--- src/rtl/brick_scheduler.sv ---
// Spawn/score/difficulty sequencer for a pool of falling-brick slots.
// Define BRICK_SCHED_LEVEL_EN to compile in the level / descent-rate ramp.
module brick_scheduler #(
  parameter int          NUM_SLOTS    = 4,
  parameter logic [24:0] SPAWN_PERIOD = 25'd50_000_000,
  parameter logic [24:0] DELAY_INIT   = 25'd2_000_000,
  parameter logic [24:0] DELAY_STEP   = 25'd125_000,
  parameter logic [24:0] DELAY_MIN    = 25'd250_000,
  parameter int          LEVEL_BRICKS = 8,
  parameter logic [7:0]  X_MAX        = 8'd198,
  parameter logic [7:0]  Y_START      = 8'd0
) (
  input  logic                 clk,
  input  logic                 rst,
  input  logic                 start,
  input  logic [NUM_SLOTS-1:0] exist_in,
  input  logic [NUM_SLOTS-1:0] game_over_in,
  output logic [NUM_SLOTS-1:0] created,
  output logic [7:0]           spawn_x,
  output logic [7:0]           spawn_y,
  output logic [24:0]          delay_done,
  output logic [15:0]          score,
  output logic [3:0]           level,
  output logic                 game_over
);

  typedef enum logic [1:0] {IDLE, RUN, SPAWN, OVER} state_t;

  state_t               state, state_nxt;
  logic [24:0]          timer;
  logic [7:0]           lfsr;
  logic [7:0]           cand;
  logic [NUM_SLOTS-1:0] exist_q;
  logic [2:0]           pend_cnt [NUM_SLOTS];
  logic [NUM_SLOTS-1:0] pending;
  logic [NUM_SLOTS-1:0] pick;
  logic [3:0]           fall_cnt;
  logic [16:0]          score_sum;
  logic                 restart, scoring, timer_done, hit_over;

  function automatic logic [3:0] popcount(input logic [NUM_SLOTS-1:0] v);
    logic [3:0] c;
    c = 4'd0;
    for (int i = 0; i < NUM_SLOTS; i++) c = c + 4'(v[i]);
    return c;
  endfunction

  function automatic logic [NUM_SLOTS-1:0] lowest_one(input logic [NUM_SLOTS-1:0] v);
    logic [NUM_SLOTS-1:0] r;
    logic                 found;
    r     = '0;
    found = 1'b0;
    for (int i = 0; i < NUM_SLOTS; i++) begin
      if (v[i] && !found) begin
        r[i]  = 1'b1;
        found = 1'b1;
      end
    end
    return r;
  endfunction

  always_comb begin
    for (int i = 0; i < NUM_SLOTS; i++) pending[i] = (pend_cnt[i] != 3'd0);
  end

  assign cand       = (lfsr > X_MAX) ? lfsr - (X_MAX + 8'd1) : lfsr;
  assign timer_done = (timer == SPAWN_PERIOD - 25'd1);
  assign hit_over   = |(game_over_in & exist_in);
  assign scoring    = (state == RUN) || (state == SPAWN);
  assign fall_cnt   = popcount(exist_q & ~exist_in);
  assign score_sum  = {1'b0, score} + 17'(fall_cnt);

  always_comb begin
    state_nxt = state;
    restart   = 1'b0;
    pick      = '0;
    case (state)
      IDLE, OVER: begin
        if (start) begin
          restart   = 1'b1;
          state_nxt = RUN;
        end
      end
      RUN: begin
        if (hit_over) begin
          state_nxt = OVER;
        end else if (timer_done) begin
          state_nxt = SPAWN;
          pick      = lowest_one(~exist_in & ~pending);
        end
      end
      SPAWN:   state_nxt = RUN;
      default: state_nxt = IDLE;
    endcase
  end

  always_ff @(posedge clk or negedge rst) begin
    if (!rst) begin
      state     <= IDLE;
      timer     <= 25'd0;
      lfsr      <= 8'hA5;
      exist_q   <= '0;
      created   <= '0;
      spawn_x   <= 8'd0;
      spawn_y   <= Y_START;
      score     <= 16'd0;
      game_over <= 1'b0;
    end else begin
      state   <= state_nxt;
      lfsr    <= {lfsr[6:0], lfsr[7] ^ lfsr[5] ^ lfsr[4] ^ lfsr[3]};
      exist_q <= exist_in;
      created <= pick;
      if (|pick) begin
        spawn_x <= cand;
        spawn_y <= Y_START;
      end
      if (restart)
        timer <= 25'd0;
      else if (state == RUN)
        timer <= timer_done ? 25'd0 : timer + 25'd1;
      if (restart)
        game_over <= 1'b0;
      else if (state == RUN && hit_over)
        game_over <= 1'b1;
      if (restart)
        score <= 16'd0;
      else if (scoring)
        score <= score_sum[16] ? 16'hFFFF : score_sum[15:0];
    end
  end

  // A freshly strobed slot stays reserved until it reports alive or 4 cycles pass.
  always_ff @(posedge clk or negedge rst) begin
    if (!rst) begin
      for (int i = 0; i < NUM_SLOTS; i++) pend_cnt[i] <= 3'd0;
    end else begin
      for (int i = 0; i < NUM_SLOTS; i++) begin
        if (restart)
          pend_cnt[i] <= 3'd0;
        else if (pick[i])
          pend_cnt[i] <= 3'd4;
        else if (pend_cnt[i] != 3'd0)
          pend_cnt[i] <= (exist_in[i] && !exist_q[i]) ? 3'd0 : pend_cnt[i] - 3'd1;
      end
    end
  end

`ifdef BRICK_SCHED_LEVEL_EN
  localparam logic [16:0] LVL_BRICKS = 17'(LEVEL_BRICKS);

  logic [15:0] lvl_cnt;
  logic [16:0] lvl_sum;

  assign lvl_sum = {1'b0, lvl_cnt} + 17'(fall_cnt);

  // Threshold is checked before subtracting so neither counter can wrap.
  always_ff @(posedge clk or negedge rst) begin
    if (!rst) begin
      lvl_cnt    <= 16'd0;
      level      <= 4'd0;
      delay_done <= DELAY_INIT;
    end else if (restart) begin
      lvl_cnt    <= 16'd0;
      level      <= 4'd0;
      delay_done <= DELAY_INIT;
    end else if (scoring) begin
      if (lvl_sum >= LVL_BRICKS) begin
        lvl_cnt <= 16'(lvl_sum - LVL_BRICKS);
        if (level != 4'd15) level <= level + 4'd1;
        if ({1'b0, delay_done} >= {1'b0, DELAY_MIN} + {1'b0, DELAY_STEP})
          delay_done <= delay_done - DELAY_STEP;
        else
          delay_done <= DELAY_MIN;
      end else begin
        lvl_cnt <= lvl_sum[15:0];
      end
    end
  end
`else
  assign level      = 4'd0;
  assign delay_done = DELAY_INIT;
`endif

endmodule

--- config.mk ---
export PLATFORM = sky130hd
export DESIGN_NAME = brick_scheduler
export DESIGN_NICKNAME = d
export VERILOG_FILES = /design/src/rtl/brick_scheduler.sv
export SDC_FILE = /design/constraint.sdc
export NUM_CORES = 1
export LEC_CHECK = 0
export CAP_MARGIN = 0
export CORE_MARGIN = 2
export CORE_UTILIZATION = 59
export CTS_BUF_LIST = sky130_fd_sc_hd__clkbuf_8
export CTS_CLUSTER_DIAMETER = 200
export DETAILED_ROUTE_END_ITERATION = 16
export HOLD_SLACK_MARGIN = 0.15
export MAX_ROUTING_LAYER = met4
export PLACE_DENSITY = 0.95
export SETUP_SLACK_MARGIN = 0.4
export SLEW_MARGIN = 0
export SYNTH_ARGS = -nofsm -noshare
export SYNTH_HDL_FRONTEND = slang
export SYNTH_SLANG_ARGS = --single-unit
--- constraint.sdc ---
create_clock -name clk -period 5.5 [get_ports clk]
set_input_delay 1.1 -clock clk [delete_from_list [all_inputs] [get_ports clk]]
set_output_delay 1.1 -clock clk [all_outputs]
set_load 0.02 [all_outputs]
==> flow_metrics.py <==
metrics = {
    "setup_path": {
        "worst_setup_path_end_kind": "flop",
        "cp.arrival_ns": 4.67,
        "cp-endpoint": "score[8]",
        "cp_num_buf_inv": 2,
        "start_kind": "input pin",
        "path_delay_family": "simple AND/OR/NAND/NOR gates",
        "reg2reg_to": "score[8]",
        "cp_max_fo": 7,
        "path_depth": 11,
        "startpoint": "exist_in[0]",
        "cp_cell_sequence": "clkdlybuf4s50_1, nand2b_1, fa_1, fa_1, inv_1, fa_1, nand3_1, or2_2, nor3_1, nor3_1, a311oi_1",
        "cpMaxStageDelayCell": "nor3_1",
        "worst_path_largest_cell_delay_ns": 0.63,
        "ff2ff_setup_slack_ns": 2.10,
        "r2r-start": "exist_q[0]",
        "cpMostUsedCell": "fa_1",
        "path_class": "input pin to flop",
        "worstPathRequired_ns": 5.76,
        "rr_worst_depth": 10,
    },
    "global_route": {
        "antenna_found_initial": 0,
        "grt_pass1_vias": 3651,
        "grt_pass1_wl_mm": 17.4,
        "grt_use_total_pct": 26.7,
        "grt_max_degree": 81,
        "gr-total-overflow": 0,
    },
    "routing": {
        "vias": 3687,
        "totalWireLength_mm": 10.2,
        "drc": 0,
        "drtIter0Drc": 376,
        "final_antenna_net_count": 0,
        "wl_per_cell_um": 16.5,
        "dr.pass1.iters": 5,
        "vias_per_cell": 5.97,
    },
    "clock_tree": {
        "clock_sink_count": 80,
        "tritoncts": "done",
        "ctsResizeCount": 0,
        "htree_levels": 3,
        "cts_buffer_depth": 2,
        "cts_buffers": 9,
        "postCtsSetupRepairBufs": 0,
        "cts_root_buf": "clkbuf_8",
        "ctsHoldBuffers": 0,
        "clkLatencyLatePin_ns": 0.36,
        "clk_pin_slew_ns": 0.08,
    },
    "cells_and_area": {
        "instances_no_fill": 618,
        "layout.nets": 541,
        "syn_to_final_growth_pct": 12.2,
        "design_area_um2": 5100,
        "final_util_pct": 69.2,
        "diodes": 0,
        "post_route_cells_drive_above_1_share_pct": 6.74,
    },
    "placed_design": {
        "dp_cells": 602,
        "dpl_cell_area_um2": 4880,
        "port_buffers": 39,
        "gp_congestion": 0.928,
        "pre_cts_ws_ns": 0.726,
        "place_hpwl_mm": 6.95,
    },
    "floorplan": {
        "core_um2": 7370,
        "die_w_um": 91.8,
        "initial_core_util_pct": 61.6,
        "rows": 31,
        "chipHeight_um": 91.8,
        "pin_count": 77,
        "die-area_um2": 8420,
    },
    "yosys": {
        "ys.flop_type": "dfrtp_1",
        "synthCells": 473,
        "synthTopCellsByCount": "76 x dfrtp_1, 39 x nand2_1, 38 x nor2_1",
        "avgSynthCellArea_um2": 9.60,
        "ys_seq_area_share_pct": 44.2,
        "synthAdderAreaFrac_pct": 4.90,
        "yosysMostFrequentCell": "dfrtp_1",
        "synth_seq_cells": 80,
        "ys.warnings.count": 0,
        "yosys-mux-area-fraction_pct": 2.67,
        "synth_edf_count": 0,
        "syn_area_um2": 4540,
        "yosysTopAreaCell": "dfrtp_1",
        "synth_top_area_share_pct": 41.9,
        "synth_top_family_by_area": "simple AND/OR/NAND/NOR gates",
        "synth_compound_area_share_pct": 13.0,
        "synth_simple_gate_area_share_pct": 22.9,
        "synth.distinct_cells": 62,
        "synth-xor-area-share_pct": 3.66,
        "ys_async_sr_fraction_pct": 100,
        "synth_area_leaders": "dfrtp_1 42%, buf_4 6.1%, ha_1 3.6%",
    },
    "sta": {
        "setup-tns-final_ns": 0,
        "maxSlewHeadroom_pct": 32.1,
        "setup_ws_ns": 1.09,
        "fin_crit_ns": 4.41,
        "drv_slew": 0,
        "max_freq_ghz": 0.227,
        "skew_ns": 0.0160,
        "finalHoldViolCount": 0,
        "final.period_utilization_pct": 80.3,
        "tightest_slew_ns": 1.01,
        "whs_ns": 0.421,
        "setup_violations": 0,
        "rsz0062_at_grt": "false",
    },
    "pwr": {
        "netSwitchingFraction_pct": 37.7,
        "power_density_nw_per_um2": 359,
        "finalPower_mw": 1.83,
        "p_comb_share_pct": 34.9,
        "p_clk_share_pct": 25.9,
        "ir_drop_v": 0.000154,
        "power_frac_seq_pct": 39.2,
        "internal_power_mw": 1.14,
        "switching_power_mw": 0.690,
        "power_leakage_nw": 2.27,
    },
    "job": {
        "cap_viol_max_count": 0,
    },
    "run_status": {
        "run_status": "finished clean",
    },
    "hold_path": {
        "hold_depth": 0,
        "hold_path_class": "flop to flop",
    },
}
-- layout by cell type, fill, tap and decap left out, types with 4 or more instances in the layout --
cell and n:
xnor2_1 9, nor2_1 38, a21o_1 6, nand2_1 39, and2_1 4, a21oi_1 22
clkdlybuf4s50_1 38, nor2b_1 10, nand3_1 18, o211ai_1 5, a31oi_1 9, o21a_1 5
o21ai_0 18, xor2_1 10, dfstp_2 4, nand4_1 10, clkbuf_8 9, mux2_2 6
and4_1 5, inv_1 24, ha_1 13, nor4_1 9, dfrtp_1 76, conb_1 37
nor3b_1 5, nor3_1 15, nand2b_1 10, and3_1 7
-- logic make-up after synthesis --
group	after synthesis
buffers and inverters	66
muxes	11
AOI/OAI and AO/OA	90
xor gates and xnor gates	19
adders and majority gates	16
and+or+nand+nor	189
other	2
DFF	80
-- cell type report --
class	count	area, um2
Multi-Input combinational cell	362	2280
Inverter	22	82.6
Clock buffer	9	124
Clock inverter	7	90.1
Fill cell	538	2270
Sequential cell	80	2010
Timing Repair Buffer	39	388
Tap cell	99	124
-- sequential cells by signal, summed over array words and instances, names as in the netlist --
| register | cells |
|---|---|
| created | 4 |
| exist_q | 4 |
| game_over | 1 |
| lfsr | 8 |
| pend_cnt | 12 |
| score | 16 |
| spawn_x | 8 |
| state | 2 |
| timer | 25 |
-- power groups by stage --
stage	Clock, mW	Combinational (mW)	Sequential (mW)
after floorplan	0	0.443	0.730
after global placement	0	0.565	0.720
after detailed placement	0	0.612	0.724
after CTS	0.474	0.631	0.715
after global routing	0.509	0.707	0.726
final	0.474	0.639	0.718
-- per-layer routing --
metal	GRT usage, %	up-vias	share of wire (%)
li1	-	1691	-
met5	-	-	0
met2	43.5	146	50
met3	5.67	33	5.5
met1	32.5	1817	41
met4	11.4	0	3.1
-- worst min-delay path by stage --
stage / endpoint / slack, ns / from
detailed placement: lfsr[7] / 0.41 / lfsr[6]
global route: lfsr[7] / 0.43 / lfsr[6]
finish: lfsr[7] / 0.42 / lfsr[6]
floorplan: lfsr[7] / 0.39 / lfsr[6]
CTS: lfsr[7] / 0.42 / lfsr[6]
global placement: lfsr[7] / 0.40 / lfsr[6]
(Power assumes the default switching activity.)
